File: config.mk
export PLATFORM = sky130hd
export DESIGN_NAME = mem_access_unit
export DESIGN_NICKNAME = d
export VERILOG_FILES = /design/src/rtl/mem_pkg.sv /design/src/rtl/mem_lane_align.sv /design/src/rtl/mem_access_unit.sv
export SDC_FILE = /design/constraint.sdc
export NUM_CORES = 1
export LEC_CHECK = 0
export CAP_MARGIN = 40
export CORE_ASPECT_RATIO = 0.8
export CORE_MARGIN = 2
export CORE_UTILIZATION = 30
export DETAILED_ROUTE_END_ITERATION = 8
export SLEW_MARGIN = 20
export SYNTH_ARGS = -nofsm -noshare
export SYNTH_HDL_FRONTEND = slang
export SYNTH_SLANG_ARGS = --single-unit
File: constraint.sdc
create_clock -name clock_i -period 1.7 [get_ports clock_i]
set_input_delay 0.17 -clock clock_i [delete_from_list [all_inputs] [get_ports clock_i]]
set_output_delay 0.17 -clock clock_i [all_outputs]
set_load 0.02 [all_outputs]
File: src/rtl/mem_pkg.sv
// Shared definitions for the MEM-stage access unit: mem_signals bit positions,
// FSM state and access-size encodings, byte-enable constants.
package mem_pkg;

    localparam int SIG_SIGN  = 5;
    localparam int SIG_READ  = 4;
    localparam int SIG_WRITE = 3;
    localparam int SIG_WORD  = 2;
    localparam int SIG_HALF  = 1;
    localparam int SIG_BYTE  = 0;

    typedef enum logic [1:0] {
        ST_IDLE   = 2'd0,
        ST_ACCESS = 2'd1,
        ST_RESP   = 2'd2
    } state_t;

    typedef enum logic [1:0] {
        SZ_BYTE = 2'd0,
        SZ_HALF = 2'd1,
        SZ_WORD = 2'd2
    } size_t;

    localparam logic [3:0] BE_WORD    = 4'b1111;
    localparam logic [3:0] BE_HALF_LO = 4'b0011;
    localparam logic [3:0] BE_HALF_HI = 4'b1100;
    localparam logic [3:0] BE_BYTE0   = 4'b0001;

    // Word beats half beats byte; an empty size field is treated as a word.
    function automatic size_t decode_size(input logic [5:0] sig);
        if (sig[SIG_WORD]) return SZ_WORD;
        if (sig[SIG_HALF]) return SZ_HALF;
        if (sig[SIG_BYTE]) return SZ_BYTE;
        return SZ_WORD;
    endfunction

endpackage

File: src/rtl/mem_lane_align.sv
// Little-endian lane handling: store replication and byte enables on the way out,
// lane select plus sign/zero extension on the way back.
module mem_lane_align
    import mem_pkg::*;
#(
    parameter int NB_DATA = 32
) (
    input  logic [1:0]         i_st_size,
    input  logic [1:0]         i_st_addr_lo,
    input  logic [NB_DATA-1:0] i_st_data,
    output logic [3:0]         o_be,
    output logic [NB_DATA-1:0] o_wdata,
    input  logic [1:0]         i_ld_size,
    input  logic               i_ld_sign,
    input  logic [1:0]         i_ld_addr_lo,
    input  logic [NB_DATA-1:0] i_rdata,
    output logic [NB_DATA-1:0] o_ld_data
);

    logic [7:0]  w_ld_byte;
    logic [15:0] w_ld_half;

    always_comb begin
        o_be    = BE_WORD;
        o_wdata = i_st_data;
        case (i_st_size)
            SZ_BYTE: begin
                o_be    = BE_BYTE0 << i_st_addr_lo;
                o_wdata = {(NB_DATA/8){i_st_data[7:0]}};
            end
            SZ_HALF: begin
                o_be    = i_st_addr_lo[1] ? BE_HALF_HI : BE_HALF_LO;
                o_wdata = {(NB_DATA/16){i_st_data[15:0]}};
            end
            default: ;
        endcase
    end

    always_comb begin
        w_ld_byte = i_rdata[{i_ld_addr_lo, 3'b000} +: 8];
        w_ld_half = i_ld_addr_lo[1] ? i_rdata[31:16] : i_rdata[15:0];
        o_ld_data = i_rdata;
        case (i_ld_size)
            SZ_BYTE: o_ld_data = {{(NB_DATA-8){i_ld_sign & w_ld_byte[7]}}, w_ld_byte};
            SZ_HALF: o_ld_data = {{(NB_DATA-16){i_ld_sign & w_ld_half[15]}}, w_ld_half};
            default: ;
        endcase
    end

endmodule

File: src/rtl/mem_access_unit.sv
// MEM-stage load/store controller: IDLE -> ACCESS -> RESP over a req/ack data memory.
// Define MEM_ALIGN_CHECK_EN to trap misaligned half/word accesses instead of issuing them.
module mem_access_unit
    import mem_pkg::*;
#(
    parameter int NB_DATA        = 32,
    parameter int NB_ADDR        = 32,
    parameter int NB_MEM_SIGNALS = 6
) (
    input  logic                      clock_i,
    input  logic                      reset_i,
    input  logic                      valid_i,
    input  logic [NB_MEM_SIGNALS-1:0] mem_signals_i,
    input  logic [NB_ADDR-1:0]        addr_i,
    input  logic [NB_DATA-1:0]        store_data_i,
    output logic                      stall_o,
    output logic [NB_DATA-1:0]        load_data_o,
    output logic                      load_valid_o,
    output logic                      misalign_o,
    output logic                      mem_req_o,
    output logic                      mem_we_o,
    output logic [NB_ADDR-1:0]        mem_addr_o,
    output logic [NB_DATA-1:0]        mem_wdata_o,
    output logic [3:0]                mem_be_o,
    input  logic                      mem_ack_i,
    input  logic [NB_DATA-1:0]        mem_rdata_i
);

    state_t              r_state;
    state_t              w_next_state;
    logic                r_sign;
    logic                r_read;
    logic                r_misalign;
    size_t               r_size;
    logic [1:0]          r_addr_lo;
    logic [NB_ADDR-1:0]  r_addr;
    logic [NB_DATA-1:0]  r_wdata;
    logic [3:0]          r_be;
    logic [NB_DATA-1:0]  r_load_data;

    logic                w_start;
    logic                w_misalign;
    logic                w_stall;
    size_t               w_size;
    logic [3:0]          w_be;
    logic [NB_DATA-1:0]  w_wdata;
    logic [NB_DATA-1:0]  w_ld_data;

    assign w_start = valid_i & (mem_signals_i[SIG_READ] ^ mem_signals_i[SIG_WRITE]);
    assign w_size  = decode_size(mem_signals_i);

`ifdef MEM_ALIGN_CHECK_EN
    assign w_misalign = ((w_size == SZ_HALF) && addr_i[0]) ||
                        ((w_size == SZ_WORD) && (addr_i[1:0] != 2'b00));
`else
    assign w_misalign = 1'b0;
`endif

    mem_lane_align #(.NB_DATA(NB_DATA)) u_lane_align (
        .i_st_size    (w_size),
        .i_st_addr_lo (addr_i[1:0]),
        .i_st_data    (store_data_i),
        .o_be         (w_be),
        .o_wdata      (w_wdata),
        .i_ld_size    (r_size),
        .i_ld_sign    (r_sign),
        .i_ld_addr_lo (r_addr_lo),
        .i_rdata      (mem_rdata_i),
        .o_ld_data    (w_ld_data)
    );

    always_comb begin
        w_next_state = r_state;
        w_stall      = 1'b0;
        case (r_state)
            ST_IDLE: begin
                if (w_start) begin
                    w_stall      = 1'b1;
                    w_next_state = w_misalign ? ST_RESP : ST_ACCESS;
                end
            end
            ST_ACCESS: begin
                w_stall = 1'b1;
                if (mem_ack_i) w_next_state = ST_RESP;
            end
            ST_RESP:  w_next_state = ST_IDLE;
            default:  w_next_state = ST_IDLE;
        endcase
    end

    // Handshake: mem_req_o rises in the first ACCESS cycle and stays high with
    // unchanged we/addr/wdata/be until the edge on which mem_ack_i is sampled high.
    always_ff @(posedge clock_i) begin
        if (reset_i) begin
            r_state     <= ST_IDLE;
            r_sign      <= 1'b0;
            r_read      <= 1'b0;
            r_misalign  <= 1'b0;
            r_size      <= SZ_WORD;
            r_addr_lo   <= 2'b00;
            r_addr      <= '0;
            r_wdata     <= '0;
            r_be        <= 4'b0000;
            r_load_data <= '0;
        end else begin
            r_state <= w_next_state;
            if ((r_state == ST_IDLE) && w_start) begin
                r_sign     <= mem_signals_i[SIG_SIGN];
                r_read     <= mem_signals_i[SIG_READ];
                r_misalign <= w_misalign;
                r_size     <= w_size;
                r_addr_lo  <= addr_i[1:0];
                r_addr     <= {addr_i[NB_ADDR-1:2], 2'b00};
                r_wdata    <= w_wdata;
                r_be       <= w_be;
            end
            if ((r_state == ST_ACCESS) && mem_ack_i && r_read) begin
                r_load_data <= w_ld_data;
            end
        end
    end

    assign stall_o      = w_stall;
    assign load_data_o  = r_load_data;
    assign load_valid_o = (r_state == ST_RESP) && r_read && !r_misalign;
    assign mem_req_o    = (r_state == ST_ACCESS);
    assign mem_we_o     = (r_state == ST_ACCESS) && !r_read;
    assign mem_addr_o   = r_addr;
    assign mem_wdata_o  = r_wdata;
    assign mem_be_o     = r_be;

`ifdef MEM_ALIGN_CHECK_EN
    assign misalign_o = (r_state == ST_RESP) && r_misalign;
`else
    assign misalign_o = 1'b0;
`endif

endmodule

Word-level counts from Yosys, hierarchy flattened. Cells that the tools add are included.

Eq/ne operators: 6. Shift-type cells: 2. Mux-type cells: 22. Bitwise gates (word level): 4. Reductions and logical operators: 10.

Operators with widths (count): 32-bit one-hot mux with 2 select lines (2); 32-bit by 6-bit variable part select with 8-bit output (1); 16-bit two-way mux (1); 2-bit two-way mux (8); 4-bit one-hot mux with 2 select lines (1); 1-bit two-way mux (7); 2-bit by 1-bit == test with 1-bit output (second input constant) (3); 2-bit logical NOT (3); 1-bit logical AND (5); 4-bit two-way mux (1); 2-bit one-hot mux with 2 select lines (1); 1-bit by 2-bit << shifter with 4-bit output (first input constant) (1); 1-bit AND (3); 2-bit == test (second input constant) (1); 2-bit by 1-bit != test with 1-bit output (second input constant) (1); 2-bit != test (second input constant) (1); 1-bit one-hot mux with 2 select lines (1); 2-bit AND reduction (1); 1-bit logical NOT (1); 1-bit bitwise XOR (1).

Bits in registers: 106. Bits of input ports: 106. Output and inout bits: 105. Logic and storage cells: 53.

Logic depth before layout (Yosys ltp). Gate-level depths: netlist of the first run.

Word-level depth: 9. Gate-level depth with buffers: 6. Mapped depth without buffers: 4.

Modules after synthesis. A second synthesis of the first run with hierarchy kept.

Cell total of the unflattened synthesis: 647. Area, all modules: 5132.4 um^2.

By module, submodules not included: mem_access_unit (times used 1, cells an instance 491, area each 3977.6 um^2, seq. area each 2122.0 um^2); mem_lane_align (times used 1, cells an instance 156, area each 1154.9 um^2, seq. area each 0.0 um^2).

Worst setup path before layout of the first run. No wires, ideal clock.

Kind: register -> output. Start point: reg r_state[0]. End point: out stall_o. Arrival time: 1.634 ns. Required time: 1.530 ns. Setup slack: -0.104 ns. Stages on the path, launching flop included: 6. Buffers on the path: 2. Path through: dfxtp_1 -> or3b_2 -> or2_1 -> clkbuf_1 -> clkbuf_1 -> nand2_1.

Cells in the longest elaborated chain, start to end: 2. Elaborated cells on any way between the ends: 3. Those cells by class: eq/ne: 1; mux: 1; reduce/logical: 1.

RTL lines: start, declared (RTL line mem_access_unit.sv:29) `state_t r_state;`; start signal, assigned (RTL line mem_access_unit.sv:106) `r_state <= w_next_state;`; 2-bit by 1-bit == test with 1-bit output / 2-bit logical NOT (equally long branches) (RTL line mem_access_unit.sv:75) `case (r_state)`; 1-bit one-hot mux with 2 select lines (*) (RTL line mem_access_unit.sv:75); end, declared (RTL line mem_access_unit.sv:16) `output logic stall_o,`.

Every way passes the cells marked *; elsewhere a longest branch is shown, timed or not.

Final worst setup path of the first run. Same ends and word-level chain as after synthesis.

==> impl_metrics.yaml, run 1 <==
power_and_ir_drop:
  power_w: 0.006319
  power-per-cell-area_nw_per_um2: 806.7
  combPwrFrac_pct: 23.1
  p_sw_share_pct: 28.14
  clock_power_share_pct: 34.5
  ir_drop_v: 0.0005476
  p_switching_w: 0.001778
  p_seq_share_pct: 42.5
  intPower_w: 0.004541
  leakage_nw: 2.827
sta:
  skew_ps: 8.322
  post-route-min-period_ps: 1704
  setup_viol: 1
  fin_crit_sh_pct: 100.2
  fin_hold_ws_ps: 205.1
  fmax_ghz: 0.5869
  hold_viol_final: 0
  worst_slack_ps: -3.901
  tightestPinTransition_ps: 566.8
  slew_headroom_pct: 62.10
  slew_violations: 0
  rsz0062_at_grt: "true"
final_layout:
  multi_input_area_sq_um: 2401
  n_fill_cell: 1380
  syn_to_final_growth_pct: 68.99
  drive_above_1_share_pct: 13.81
  nets: 919
  regArea_sq_um: 2126
  fin_util_pct: 52.00
  antennaDiodeCount: 0
clock_network:
  cts_htree_levels: 3
  ctsHoldBuffers: 0
  cts_tree: "yes"
  path_clk_slew_ps: 70
  cts_num_sinks: 106
  ctsLongestPathBuffers: 2
  root_buffer: "clkbuf_16"
  clkLatencyLatePin_ps: 350
  numCtsBuffers: 9
setup_path:
  crit_path_cell_trace: "or3b_4 -> or2_4 -> nand2_2 -> buf_6"
  cp.arrival_ps: 1530
  r2r_start: "r_state[1]"
  crit_path_end_kind: "output pin"
  slowest_delay_ps: 400
  reg2reg_depth: 5
  crit_type: "reg -> out"
  regToRegEndpoint: "load_data_o[27]"
  startpoint_type: "flop"
  cp_data_required_time_ps: 1530
  critPathMaxFanout: 3
  rrSetupSlack_ps: 20
  cp_slowest_cell: "or3b_4"
global_route:
  antenna_found_initial: 0
  grt_pass1_wl_um: 26860
  grt_overflow: 0
  grt_start_max_net_pins: 101
  grt_use_total_pct: 20.88
  grt_pass1_vias: 5265
run_status:
  status: "finished with violations"
  failed_checks: "setup timing"
logic_synthesis:
  synth.distinct_cells: 44
  synthTopCellsByArea: "dfxtp_1, nand2_1, a21oi_1"
  ys_top_cells_by_count: "nand2_1, dfxtp_1, a21oi_1"
  synth.ff_latch_count: 106
  ys.flop_type: "dfxtp_1"
  synth_cells: 585
  synth.avg_cell_area_sq_um: 7.924
  synth_area_leader_cell: "dfxtp_1"
  post-synth-top-area-fraction_pct: 45.78
  yosysSeqAreaShare_pct: 45.78
  yosys.cell_count.top_type: "nand2_1"
  netlist_area_sq_um: 4636
  synth-edff-count: 0
  yosysWarningCount: 0
  ys_async_sr_fraction_pct: 0
drt:
  drc: 0
  routedWlPerCell_um: 16.78
  drt_iter0_drc: 270
  num_vias: 5206
  vias_per_cell: 5.064
  drt_first_pass_iters: 5
  wl_um: 17250
  drtAntennaViolNets: 0
placed_design:
  hpwl_um: 11950
  portBuffers: 207
  gp_congestion: 0.8898
floorplan:
  start_util_pct: 30.77
  die_w_um: 143.0
  ioPinCount: 211
  die_h_um: 115.2
  core_sq_um: 15060
  rows: 40
  die-area_sq_um: 16470
hold_path:
  whs_endpoint: "r_state[1]"
  hp-start: "reset_i"
  hold_path.class: "in -> reg"
  worst_hold_path.num_cells: 4
flow_run:
  maxCapViolCount: 0
[power by group through the flow]
stage	sequential, W	clock, W	combinational, W
CTS	0.00268	0.00225	0.00147
global placement	0.00274	0	0.00128
global route	0.00270	0.00237	0.00156
floorplan	0.00287	0	0.000446
detailed placement	0.00274	0	0.00130
finish	0.00269	0.00218	0.00146
[per-layer routing]
layer	GRT usage, %	up-vias	share of wire, %
li1	-	2519	-
met1	24.61	2466	41
met2	34.90	199	47
met3	9.163	22	10
met4	5.545	0	1.4
met5	0	-	0
[layout make-up]
cell class / count / share of cell area, %
sequential: 106 / 27.14
timing repair buffer: 265 / 34.63
clock buffer: 9 / 2.875
inverter: 6 / 0.2875
tap: 210 / 3.354
clock inverter: 7 / 1.070
multi-input combinational: 425 / 30.65
[critical path, delay by kind of cell (launching register included)]
kind                   cells  cell delay, ps
AND/OR/NAND/NOR            3             750
flip-flops                 1             320
buffers and inverters      1             110
[state kept, by name, indices dropped and copies added (netlist names)]
signal / cells
r_state: 2
mem_wdata_o: 32
r_sign: 1
load_data_o: 32
r_read: 1
r_addr_lo: 2
mem_be_o: 4
r_size: 2
mem_addr_o: 30
[what timing repair did]
| action | in CTS | in global routing |
|---|---|---|
| pin swaps | 4 | 10 |
| gates resized for setup | 36 | 25 |
| buffers inserted | 9 | 1 |
| gates cloned | 6 | 0 |
| hold endpoints to repair | 0 | 0 |
| endpoints found under the setup margin | 105 | 54 |
[cells by family after synthesis]
group | Yosys count | synth area share [%]
simple gates | 240 | 23.64
compound gates | 174 | 23.59
mux | 6 | 1.403
buf+inv | 57 | 5.317
flops | 106 | 45.78
other cells | 1 | 0.08089
xor+xnor | 1 | 0.1890
[per-stage QoR]
step / setup TNS (ps) / cells / setup WS, ps / instance area, sq um
3_5_place_dp: -36970 / 998 / -529.6 / 7152
3_3_place_gp: -33290 / 998 / -535.5 / 7152
5_1_grt: -292.6 / 1028 / -47.50 / 7834
4_1_cts: -81.78 / 1029 / -18.43 / 7812
2_1_floorplan: 0 / 587 / 3.820 / 4659
6_report: -3.901 / 1028 / -3.901 / 7834
[placed cells by master, fill, tap and decap left out, types with 4 or more instances in the layout]
master / count
buf_12: 8
buf_4: 42
clkbuf_16: 9
inv_1: 6
o211ai_1: 7
clkdlybuf4s50_1: 202
o21ai_0: 27
nand3_1: 13
nand2_1: 130
o21ai_1: 9
nor2b_1: 4
a31oi_2: 4
nand3b_1: 7
and3_1: 16
nor2_1: 33
a311oi_1: 16
a21oi_1: 64
nand2b_1: 12
a211oi_1: 11
a21oi_2: 5
mux2_2: 4
dfxtp_1: 103
buf_6: 5
o32a_1: 7
and2_1: 4
a221o_1: 7
[worst max path at each step]
stage | from | depth (start not counted) | slack [ps] | end
2_1_floorplan | r_state[1] | 6 | 4 | load_data_o[22]
3_3_place_gp | valid_i | 5 | -540 | stall_o
3_5_place_dp | valid_i | 5 | -530 | stall_o
4_1_cts | r_state[1] | 5 | -20 | load_data_o[20]
5_1_grt | r_state[0] | 4 | -50 | stall_o
6_report | r_state[0] | 4 | -4 | stall_o
(Power assumes the default switching activity.)
==> run 2: changes to the inputs <==
--- a/constraint.sdc
+++ b/constraint.sdc
@@ -3,2 +3,2 @@
 set_output_delay 0.17 -clock clock_i [all_outputs]
-set_load 0.02 [all_outputs]
+set_load 0.1 [all_outputs]
==> impl_metrics.yaml, run 2 (synthesis results as in run 1) <==
drt:
  drc: 0
  drt_first_pass_iters: 5
  routedWlPerCell_um: 16.24
  drtAntennaViolNets: 0
  drt_iter0_drc: 268
  wl_um: 16750
  num_vias: 5184
  vias_per_cell: 5.028
final_layout:
  drive_above_1_share_pct: 25.24
  design_area_sq_um: 7766
  syn_to_final_growth_pct: 67.53
  nets: 921
  fin_util_pct: 51.55
  final_common_cell: "buf_4"
  final_cell_mix: "buf_4, nand2_1, clkdlybuf4s50_1"
setup_path:
  crit_type: "reg -> out"
  startpoint_type: "flop"
  cp.arrival_ps: 1570
  critPathMaxFanout: 3
  crit_path_end_kind: "output pin"
  cp_data_required_time_ps: 1530
clock_network:
  cts_num_sinks: 106
  ctsLongestPathBuffers: 2
  root_buffer: "clkbuf_16"
  numCtsBuffers: 9
  cts_htree_levels: 3
  clkLatencyLatePin_ps: 360
  cts_tree: "yes"
  path_clk_slew_ps: 70
placed_design:
  placed_area_sq_um: 7107
  hpwl_um: 11780
  gp_congestion: 0.9037
  portBuffers: 207
power_and_ir_drop:
  p_sw_share_pct: 33.44
  p_switching_w: 0.002482
  ir_drop_v: 0.0006206
  power_w: 0.007424
  combPwrFrac_pct: 29.3
  clock_power_share_pct: 34.4
  intPower_w: 0.004941
  p_seq_share_pct: 36.3
  leakage_nw: 3.065
  power-per-cell-area_nw_per_um2: 955.9
global_route:
  grt_start_max_net_pins: 101
  grt_use_total_pct: 19.25
  antenna_found_initial: 1
  grt_pass1_wl_um: 24960
  grt_pass1_vias: 4964
  grt_overflow: 0
run_status:
  status: "finished with violations"
  failed_checks: "setup timing"
sta:
  rsz0062_at_grt: "true"
  worst_slack_ps: -44.32
  tns_ps: -44.32
  fin_crit_sh_pct: 102.6
  fmax_ghz: 0.5733
  setup_viol: 1
  slew_headroom_pct: 65.90
  post-route-min-period_ps: 1744
  fin_hold_ws_ps: 215.7
  tightestPinTransition_ps: 509.6
  slew_violations: 0
  skew_ps: 12.48
  hold_viol_final: 0
floorplan:
  die_w_um: 143.0
  die_h_um: 115.2
  start_util_pct: 30.77
  core_sq_um: 15060
  rows: 40
  ioPinCount: 211
  die-area_sq_um: 16470
flow_run:
  maxCapViolCount: 0
hold_path:
  hold_path.class: "in -> reg"
run 2: routing by layer:
layer  track usage [%]  part of all wire, %
met1             23.43                   42
met2             31.29                   47
met3             8.330                  9.9
met4             5.215                  1.2
met5                 0                    0
run 2: final timing paths:
| path | start | end | slack, ps | depth (start not counted) |
|---|---|---|---|---|
| worst min-delay path | reset_i | r_state[1] | 220 | 4 |
| worst max-delay path | r_state[0] | stall_o | -40 | 4 |
| worst max register to register | r_state[0] | mem_addr_o[23] | 30 | 8 |
| worst min register to register | mem_addr_o[18] | mem_addr_o[18] | 460 | 2 |
run 2: power groups by stage:
stage / Sequential, W / Clock (W) / Combinational (W)
final: 0.00269 / 0.00255 / 0.00218
after global routing: 0.00270 / 0.00273 / 0.00228
after CTS: 0.00269 / 0.00264 / 0.00208
after detailed placement: 0.00275 / 0 / 0.00205
after global placement: 0.00274 / 0 / 0.00203
after floorplan: 0.00356 / 0 / 0.000516
run 2: what timing repair did:
action                     4_1_cts  5_1_grt
gates resized for setup          5       22
setup endpoints to repair       82       77
hold buffers                     0        0
gates cloned                     1        5
setup buffers                    1        4
pin swaps                        3        7
run 2: metrics by stage:
stage	setup WS, ps	instances
floorplan	-169.0	587
global placement	-369.8	1001
detailed placement	-368.7	1002
CTS	-59.23	1020
global route	-92.19	1030
finish	-44.32	1031
run 2: cell type report:
type / count / area [sq um]
antenna: 1 / 2.502
tap: 210 / 262.8
clock inverter: 6 / 137.6
sequential: 106 / 2127
multi-input combinational: 425 / 2359
clock buffer: 10 / 229.0
fill: 1394 / 7298
timing repair buffer: 267 / 2626
inverter: 6 / 22.52
run 2: critical path, stage by stage (launching register included):
cell,delay [ps]
dfxtp_2,330
or3b_4,400
or2_4,260
nand2_4,70
buf_12,160
==> run 3: changes to the inputs <==
- CTS_CLUSTER_SIZE: unset -> 12
==> results of run 3 <==
The final DEF is identical to that of run 2; final timing and power are the same.
